`src/rtl/disp_pkg.sv`:
```
`default_nettype none
// ============================================================================
//  Module   : disp_pkg
//  Purpose  : Shared constants for the four-digit seven-segment scanner:
//             digit count, active-low hex segment patterns {g,f,e,d,c,b,a},
//             the all-segments-off pattern and a small anode helper.
//  Revision : 1.0  initial release
// ============================================================================
package disp_pkg;

    localparam int DIGIT_COUNT = 4;

    typedef logic [1:0] digit_idx_t;

    // Active-low cathode patterns, bit order {g,f,e,d,c,b,a}
    localparam logic [6:0] SEG_OFF   = 7'h7F;
    localparam logic [6:0] SEG_HEX_0 = 7'b1000000;
    localparam logic [6:0] SEG_HEX_1 = 7'b1111001;
    localparam logic [6:0] SEG_HEX_2 = 7'b0100100;
    localparam logic [6:0] SEG_HEX_3 = 7'b0110000;
    localparam logic [6:0] SEG_HEX_4 = 7'b0011001;
    localparam logic [6:0] SEG_HEX_5 = 7'b0010010;
    localparam logic [6:0] SEG_HEX_6 = 7'b0000010;
    localparam logic [6:0] SEG_HEX_7 = 7'b1111000;
    localparam logic [6:0] SEG_HEX_8 = 7'b0000000;
    localparam logic [6:0] SEG_HEX_9 = 7'b0010000;
    localparam logic [6:0] SEG_HEX_A = 7'b0001000;
    localparam logic [6:0] SEG_HEX_B = 7'b0000011;
    localparam logic [6:0] SEG_HEX_C = 7'b1000110;
    localparam logic [6:0] SEG_HEX_D = 7'b0100001;
    localparam logic [6:0] SEG_HEX_E = 7'b0000110;
    localparam logic [6:0] SEG_HEX_F = 7'b0001110;

    localparam logic [DIGIT_COUNT-1:0] ANODES_OFF = '1;

    // Active-low anode vector with only the selected digit enabled
    function automatic logic [DIGIT_COUNT-1:0] anode_select(input digit_idx_t idx);
        logic [DIGIT_COUNT-1:0] onehot;
        onehot      = '0;
        onehot[idx] = 1'b1;
        return ~onehot;
    endfunction

endpackage
`default_nettype wire

```
`src/rtl/disp_hex_decoder.sv`:
```
`default_nettype none
// ============================================================================
//  Module   : disp_hex_decoder
//  Purpose  : Combinational 4-bit hex to active-low seven-segment decoder.
//  Revision : 1.0  initial release
// ============================================================================
module disp_hex_decoder
    import disp_pkg::*;
(
    input  logic [3:0] hex,
    output logic [6:0] seg
);

    // Standard hex glyph lookup
    always_comb begin
        seg = SEG_OFF;
        case (hex)
            4'h0: seg = SEG_HEX_0;
            4'h1: seg = SEG_HEX_1;
            4'h2: seg = SEG_HEX_2;
            4'h3: seg = SEG_HEX_3;
            4'h4: seg = SEG_HEX_4;
            4'h5: seg = SEG_HEX_5;
            4'h6: seg = SEG_HEX_6;
            4'h7: seg = SEG_HEX_7;
            4'h8: seg = SEG_HEX_8;
            4'h9: seg = SEG_HEX_9;
            4'hA: seg = SEG_HEX_A;
            4'hB: seg = SEG_HEX_B;
            4'hC: seg = SEG_HEX_C;
            4'hD: seg = SEG_HEX_D;
            4'hE: seg = SEG_HEX_E;
            4'hF: seg = SEG_HEX_F;
            default: seg = SEG_OFF;
        endcase
    end

endmodule
`default_nettype wire

```
`src/rtl/disp_sevenseg.sv`:
```
`default_nettype none
// ============================================================================
//  Module   : disp_sevenseg
//  Purpose  : Four-digit multiplexed seven-segment driver. A prescaler sets
//             the time per digit slot; the first BLANK_CYCLES of every slot
//             keep all anodes off to suppress ghosting. Inputs are captured
//             once per frame so a frame never shows a mix of old/new values.
//  Options  : DISP_LEADING_ZERO_BLANK_EN - blank leading zero digits
//             (digit 0 always shown; a lit decimal point keeps its digit on).
//  Revision : 1.0  initial release
// ============================================================================
module disp_sevenseg
    import disp_pkg::*;
#(
    parameter int DIGIT_PERIOD = 100000,
    parameter int BLANK_CYCLES = 1000
) (
    input  logic                   clk,
    input  logic                   rst_n,
    input  logic [3:0]             hex0,
    input  logic [3:0]             hex1,
    input  logic [3:0]             hex2,
    input  logic [3:0]             hex3,
    input  logic [DIGIT_COUNT-1:0] dp_in,
    output logic [6:0]             sseg,
    output logic                   dp,
    output logic [DIGIT_COUNT-1:0] an,
    output logic                   frame_tick
);

    localparam int PW = (DIGIT_PERIOD > 1) ? $clog2(DIGIT_PERIOD) : 1;

    // Reject parameter sets that leave no visible time in a slot
    if (DIGIT_PERIOD < 4) begin : g_bad_period
        $error("disp_sevenseg: DIGIT_PERIOD must be >= 4");
    end
    if ((BLANK_CYCLES < 1) || (BLANK_CYCLES >= DIGIT_PERIOD - 1)) begin : g_bad_blank
        $error("disp_sevenseg: BLANK_CYCLES must be in 1 .. DIGIT_PERIOD-2");
    end

    logic [PW-1:0]                prescaler;
    digit_idx_t                   index;
    logic [DIGIT_COUNT-1:0][3:0]  snap_hex;
    logic [DIGIT_COUNT-1:0]       snap_dp;

    logic                         slot_end;
    logic                         frame_start;
    logic                         in_blank;
    logic [3:0]                   cur_hex;
    logic [6:0]                   cur_seg;
    logic [DIGIT_COUNT-1:0]       lz_mask;

    assign slot_end    = (prescaler == PW'(DIGIT_PERIOD - 1));
    assign frame_start = (index == '0) && (prescaler == '0);
    assign in_blank    = (prescaler < PW'(BLANK_CYCLES));
    assign cur_hex     = snap_hex[index];

    // Counters sit at the frame start while held in reset, so gate with rst_n
    assign frame_tick  = rst_n & frame_start;

    // Prescaler and digit index: index advances on prescaler terminal count
    always_ff @(posedge clk or negedge rst_n) begin
        if (!rst_n) begin
            prescaler <= '0;
            index     <= '0;
        end else if (slot_end) begin
            prescaler <= '0;
            index     <= index + 2'd1;
        end else begin
            prescaler <= prescaler + PW'(1);
        end
    end

    // Frame snapshot of digit values and decimal points
    always_ff @(posedge clk or negedge rst_n) begin
        if (!rst_n) begin
            snap_hex <= '0;
            snap_dp  <= '0;
        end else if (frame_start) begin
            snap_hex <= {hex3, hex2, hex1, hex0};
            snap_dp  <= dp_in;
        end
    end

    // Leading-zero suppression mask (a digit with its dp lit is never blanked)
    always_comb begin
        lz_mask = '0;
`ifdef DISP_LEADING_ZERO_BLANK_EN
        lz_mask[3] = (snap_hex[3] == 4'h0) && !snap_dp[3];
        lz_mask[2] = (snap_hex[3] == 4'h0) && (snap_hex[2] == 4'h0) && !snap_dp[2];
        lz_mask[1] = (snap_hex[3] == 4'h0) && (snap_hex[2] == 4'h0) &&
                     (snap_hex[1] == 4'h0) && !snap_dp[1];
        lz_mask[0] = 1'b0;
`else
        lz_mask = '0;
`endif
    end

    disp_hex_decoder u_decoder (
        .hex (cur_hex),
        .seg (cur_seg)
    );

    // Registered display drive: blank window or suppressed digit -> all off
    always_ff @(posedge clk or negedge rst_n) begin
        if (!rst_n) begin
            an   <= ANODES_OFF;
            sseg <= SEG_OFF;
            dp   <= 1'b1;
        end else if (in_blank || lz_mask[index]) begin
            an   <= ANODES_OFF;
            sseg <= SEG_OFF;
            dp   <= 1'b1;
        end else begin
            an   <= anode_select(index);
            sseg <= cur_seg;
            dp   <= ~snap_dp[index];
        end
    end

endmodule
`default_nettype wire

```
`config.mk`:
```
export PLATFORM = sky130hd
export DESIGN_NAME = disp_sevenseg
export DESIGN_NICKNAME = d
export VERILOG_FILES = /design/src/rtl/disp_pkg.sv /design/src/rtl/disp_hex_decoder.sv /design/src/rtl/disp_sevenseg.sv
export SDC_FILE = /design/constraint.sdc
export NUM_CORES = 1
export LEC_CHECK = 0
export CORE_UTILIZATION = 58
export DETAILED_ROUTE_END_ITERATION = 8
export GPL_TIMING_DRIVEN = 1
export PLACE_DENSITY = 0.84
export REMOVE_ABC_BUFFERS = 1
export SYNTH_ARGS = -nofsm -noshare
export SYNTH_HDL_FRONTEND = slang
export SYNTH_SLANG_ARGS = --single-unit
```
`constraint.sdc`:
```
create_clock -name clk -period 3.1 [get_ports clk]
set_input_delay 0.465 -clock clk [delete_from_list [all_inputs] [get_ports clk]]
set_output_delay 0.465 -clock clk [all_outputs]
set_load 0.01 [all_outputs]
```
### After elaboration in Yosys (flattened, before gate mapping)

Memories as Yosys holds them, arrays and structs flattened.
Cells that the tools add are included.

* memories: 1
* latch bits: 0
* bits in registers: 51
* word-level logic and storage cells: 37
* ROM bits: 112
* input bits: 22
* output and inout bits: 13
* RAM bits: 0

Memories
* (name not given): depth 16, width 7, rd ports 1, clocked after Yosys merged registers in 0, wr ports 0, line disp_hex_decoder.sv:17 `case (hex)`

* multiply operators: 0
* shifts and indexed selects: 0
* add/subtract/negate cells: 2
* magnitude comparators: 3
* equal/unequal tests: 1
* bitwise gates (word level): 3
* div/mod/pow operators: 0
* mux-type cells: 12
* reductions and logical operators: 5

Operators with widths (number)
* 17-bit by 1-bit adder with 17-bit output (second input constant): 1
* 17-bit equality test (second input constant): 1
* 17-bit zero test: 1
* 17-bit by 10-bit < comparator with 1-bit output (second input constant): 1
* 17-bit two-way mux: 1
* 4-bit binary-select mux with 2-bit select: 1
* 4-bit two-way mux: 2
* 7-bit two-way mux: 1
* 1-bit binary-select mux with 2-bit select: 2
* 1-bit two-way mux: 4
* 4-bit NOT: 1
* 2-bit by 3-bit < comparator with 1-bit output (second input constant): 1
* 2-bit by 1-bit adder with 2-bit output (second input constant): 1
* 1-bit demux with 2-bit select: 1
* 2-bit by 1-bit greater-or-equal comparator with 1-bit output (second input constant): 1
* 1-bit logical AND: 2
* 2-bit zero test: 1
* 1-bit AND: 1
* 1-bit logical OR: 1
* 1-bit NOT: 1

### Longest topological paths before layout

* depth after elaboration: 6
* gate-level depth with buffers: 7
* mapped depth without buffers: 6

### By module

Synthesis repeated with hierarchy kept, for this count alone.

* cell total of the unflattened synthesis: 208
* area total of the unflattened synthesis: 2512.4 um^2

Modules (own cells, without submodules)
* disp_sevenseg: cells each 173, area an instance 2264.7 um^2, sequential area each 1291.2 um^2, instances 1
* disp_hex_decoder: cells each 35, area an instance 247.7 um^2, sequential area each 0.0 um^2, instances 1

### Least setup slack after synthesis

OpenSTA, ideal clock, no wires.

* path type: reg2reg
* from: register prescaler[13]
* to: register index[1]
* setup slack: 1.161 ns
* required time: 2.975 ns
* library setup time: 0.125 ns
* clock period less this slack: 1.939 ns
* path buffers: 0
* data arrival time: 1.813 ns
* cell stages (with the launch flop): 5
* cells stage by stage: dfrtp_1 -> or3_1 -> or4_4 -> nor2_8 -> mux2_4

* cells in the longest elaborated chain, start to end: 1

Ends and longest elaborated chain
* start: declaration: line disp_sevenseg.sv:41 `logic [PW-1:0] prescaler;`
* start signal: assignment: line disp_sevenseg.sv:70 `prescaler <= prescaler + PW'(1);`
* 17-bit equality test: line disp_sevenseg.sv:53 `assign slot_end = (prescaler == PW'(DIGIT_PERIOD - 1));`
* end signal: assignment: line disp_sevenseg.sv:68 `index <= index + 2'd1;`
* end: declaration: line disp_sevenseg.sv:42 `digit_idx_t index;`

Every way passes these cells.
A chain may end at the register's enable or synchronous reset.

### Worst setup path after layout

* from: register prescaler[13]
* to: output frame_tick

* cells in the longest elaborated chain, start to end: 3

Ends and longest elaborated chain
* 17-bit zero test: line disp_sevenseg.sv:54 `assign frame_start = (index == '0) && (prescaler == '0);`
* 1-bit logical AND: line disp_sevenseg.sv:54
* 1-bit AND: line disp_sevenseg.sv:59 `assign frame_tick = rst_n & frame_start;`
* end: declaration: line disp_sevenseg.sv:28 `output logic frame_tick`

Every way passes these cells.

==> impl_results.md <==
* Post-synth ARST share at 100%
* Post-synth top area share at 39.5%
* Wire length on met3 at roughly 130 µm
* Overall die height at between 60 and 70 µm
* Total congestion overflow after global routing at 0
* Total Routing Usage GR at 22.3%
* Maximum buffer depth of the clock tree at 2
* Average instance area after synthesis at between 10 and 15 µm²
* Core area at 4060 µm²
* Diodes inserted at 0
* Post-synth EDFFs at 0
* HPWL Detailed at approximately 3100 µm
* Worst Setup Slack, final at 0.434 ns
* Final number of max-transition violations at 0
* Reg-to-Reg End: sseg[3]
* Setup fix buffers added after clock tree synthesis at 0
* Highest routing layer actually used: met4
* Detailed-route vias per instance at roughly 5.5
* Post-cts gate resize count at 0
* Clock slew at the register clock pins of the worst setup and hold paths at 0.09 ns
* Number of warnings reported in the yosys synthesis log at 0
* Required time reported for the critical path endpoint at ~2.6 ns
* Total of flip-flops plus latches after synthesis at 51
* Final hold vios at 0
* Element type at the critical path end: output port
* Largest incremental delay on the critical path at approximately 0.57 ns
* Total Wirelength at ~4200 µm
* Final Skew at 0.00824 ns
* Routed length on met1 at 1930 µm
* Class of the tightest hold or removal check: in -> async
* Most frequently used flop master after synthesis: sky130_fd_sc_hd__dfrtp_1
* Total power per unit cell area at 396 nW/µm²
* Cell area after placement at 2860 µm²
* Post-detailed-route DRC marker count at 0
* FF-to-FF setup slack at 1.03 ns
* Total power at 1.17 mW
* Result of the run: finished, final reports clean
* Maximum fanout along the worst path at 4
* Leakage power summed over all cells at 1.26 nW
* Final worst path period need at 2.67 ns
* DRC violation total after the first TritonRoute iteration at around 80
* Global-route wire length before repair at 7100 µm
* Nets at 272
* Commonest cells after routing, fill and taps aside: sky130_fd_sc_hd__dfrtp_1 (39), sky130_fd_sc_hd__clkdlybuf4s50_1 (33), sky130_fd_sc_hd__nand2_1 (20), sky130_fd_sc_hd__mux2_1 (20)
* Count of input and output buffers at 34
* Largest net degree at the start of global routing at 52
* Max Fclk at between 300 and 400 MHz
* Mapped Area at 2470 µm²
* Sequential share of the synthesized area at 52.3%
* Area of the die at about 4500 µm²
* Setup slack after placement at 0.758 ns
* Number of setup violations in the final report at 0
* Starting density of the core at 60.8%
* Ranking of synthesized cells by area: sky130_fd_sc_hd__dfrtp_1 (40%), sky130_fd_sc_hd__dfstp_2 (13%), sky130_fd_sc_hd__mux2_1 (9.1%), sky130_fd_sc_hd__ha_1 (6.1%), sky130_fd_sc_hd__mux4_2 (4.6%)
* Post-Layout Inst Area at just under 3000 µm²
* Residual antenna-violating net count after detailed routing at 0
* Most common cell after layout, fill and taps aside: sky130_fd_sc_hd__dfrtp_1
* Routed WL per cell at approximately 15 µm
* Most area-hungry cell type in the Yosys netlist: sky130_fd_sc_hd__dfrtp_1
* Number of global-route vias before repair at between 1000 and 1500
* Placer Congestion at between 0.8 and 0.9
* Max transition margin at 46.0%
* Clock tree root driver cell: sky130_fd_sc_hd__clkbuf_8
* Total vias in the final route at 1602
* Slew of the pin with the lowest slew margin at 0.803 ns
* TNS Setup at 0 ns
* Clock tree from TritonCTS: done
* Chip width at 67.2 µm
* Synthesized instance count at 200
* Post-CTS Hold Buffers at 0
* Inserted Clock Buffers at 5
* MaxCap Viol Count at 0
* Number of cell instances on the worst register-to-register path at 6
* Number of detailed-route iterations in the first pass at 4
* Number of clock sinks at 51
* RSZ-0062 raised after global routing: false
* Critical setup path kind: reg -> out
* Area Overhead vs Synth at 20.0%
* Critical path arrival at about 2.2 ns
* Cell type of the slowest stage on the worst timing path: sky130_fd_sc_hd__clkdlybuf4s50_1
* Final critical-path share of the clock period at 86.0%
* Clock H-tree levels at 2
* Length of routed met2 wiring at 2110 µm
* Reg2Reg Launch Point: index[0]
* # rows at 23
* CP Cell Sequence: or3_1 -> or2_1 -> nor4_1 -> clkdlybuf4s50_1
* Max VDD drop at between 0.0003 and 0.0004 V
* Initial antenna violation count at 0
* Startpoint type of the worst setup path: flip-flop
* Number of distinct library cells after synthesis at 39
* Proportion of layout cells with a drive suffix above 1 at 14.2%
* Worst-skew pair later-pin latency at just over 0.3 ns
* Io pins at 35
==> state kept, by name (all words and copies together), names as in the netlist <==
name / count
prescaler: 17
snap_hex: 16
an: 4
sseg: 7
index: 2
dp: 1
snap_dp: 4
==> logic make-up after synthesis <==
logic type / Yosys count / share of synthesized area (%)
adder cells (fa/ha/maj): 12 / 6.08
AO/OA/AOI/OAI: 14 / 3.90
XOR/XNOR: 14 / 4.97
AND/OR/NAND/NOR: 64 / 13.8
buffers and inverters: 14 / 2.53
multiplexers: 31 / 16.4
flip-flops: 51 / 52.3
==> per-stage QoR <==
step	hold slack (ns)	cells	util, %
5_1_grt	0.322	289	73.0
6_report	0.268	289	73.0
4_1_cts	0.286	289	73.0
2_1_floorplan	0.169	194	-
3_5_place_dp	0.471	281	70.5
3_3_place_gp	0.466	281	70.5
==> routing by layer <==
metal	up-vias	global-route usage, %
li1	775	-
met1	790	28.6
met2	31	36.1
met3	6	6.08
met4	0	7.98
met5	-	0
==> synth_stat cells (2+ instances only) <==
cell	count
sky130_fd_sc_hd__dfrtp_1	39
sky130_fd_sc_hd__mux2_1	20
sky130_fd_sc_hd__nand2_1	20
sky130_fd_sc_hd__dfstp_2	12
sky130_fd_sc_hd__ha_1	12
sky130_fd_sc_hd__nor2_1	11
sky130_fd_sc_hd__xnor2_1	9
sky130_fd_sc_hd__inv_1	8
sky130_fd_sc_hd__nand3_1	8
sky130_fd_sc_hd__mux4_2	5
sky130_fd_sc_hd__nor3_1	5
sky130_fd_sc_hd__o211ai_1	5
sky130_fd_sc_hd__xor2_1	5
sky130_fd_sc_hd__and4_1	3
sky130_fd_sc_hd__mux2i_1	3
sky130_fd_sc_hd__o21ai_0	3
sky130_fd_sc_hd__or3_1	3
sky130_fd_sc_hd__buf_2	2
sky130_fd_sc_hd__buf_4	2
sky130_fd_sc_hd__clkbuf_1	2
sky130_fd_sc_hd__mux2_2	2
sky130_fd_sc_hd__nand2b_1	2
sky130_fd_sc_hd__nand4_1	2
sky130_fd_sc_hd__nor4_1	2
==> critical path, delay by kind of cell, from the launching register on <==
family / cells / cell delay [ns]
AND/OR/NAND/NOR: 3 / 0.91
buffers and inverters: 1 / 0.57
flip-flops: 1 / 0.42
==> area by class of cell <==
cell class                      count  area (µm²)
Multi-Input combinational cell    135        1120
Timing Repair Buffer               37         358
Sequential cell                    51        1290
Clock buffer                        8         100
Tap cell                           50        62.6
Fill cell                         287        1100
Inverter                            8        30.0
==> worst max-delay path by stage <==
stage | start | to | slack, ns
2_1_floorplan | prescaler[13] | snap_dp[0] | 0.07
3_3_place_gp | prescaler[13] | frame_tick | 0.75
3_5_place_dp | prescaler[13] | frame_tick | 0.76
4_1_cts | prescaler[13] | frame_tick | 0.42
5_1_grt | prescaler[13] | frame_tick | 0.29
6_report | prescaler[13] | frame_tick | 0.43
==> report_power, final <==
part           switching, mW  total, mW  internal (mW)  leakage (nW)
Sequential           0.00629      0.685          0.679         0.610
Combinational         0.0356     0.0785         0.0429         0.595
Clock                  0.207      0.411          0.204        0.0515
Total                  0.249       1.17          0.925          1.26
(Power assumes the default switching activity.)
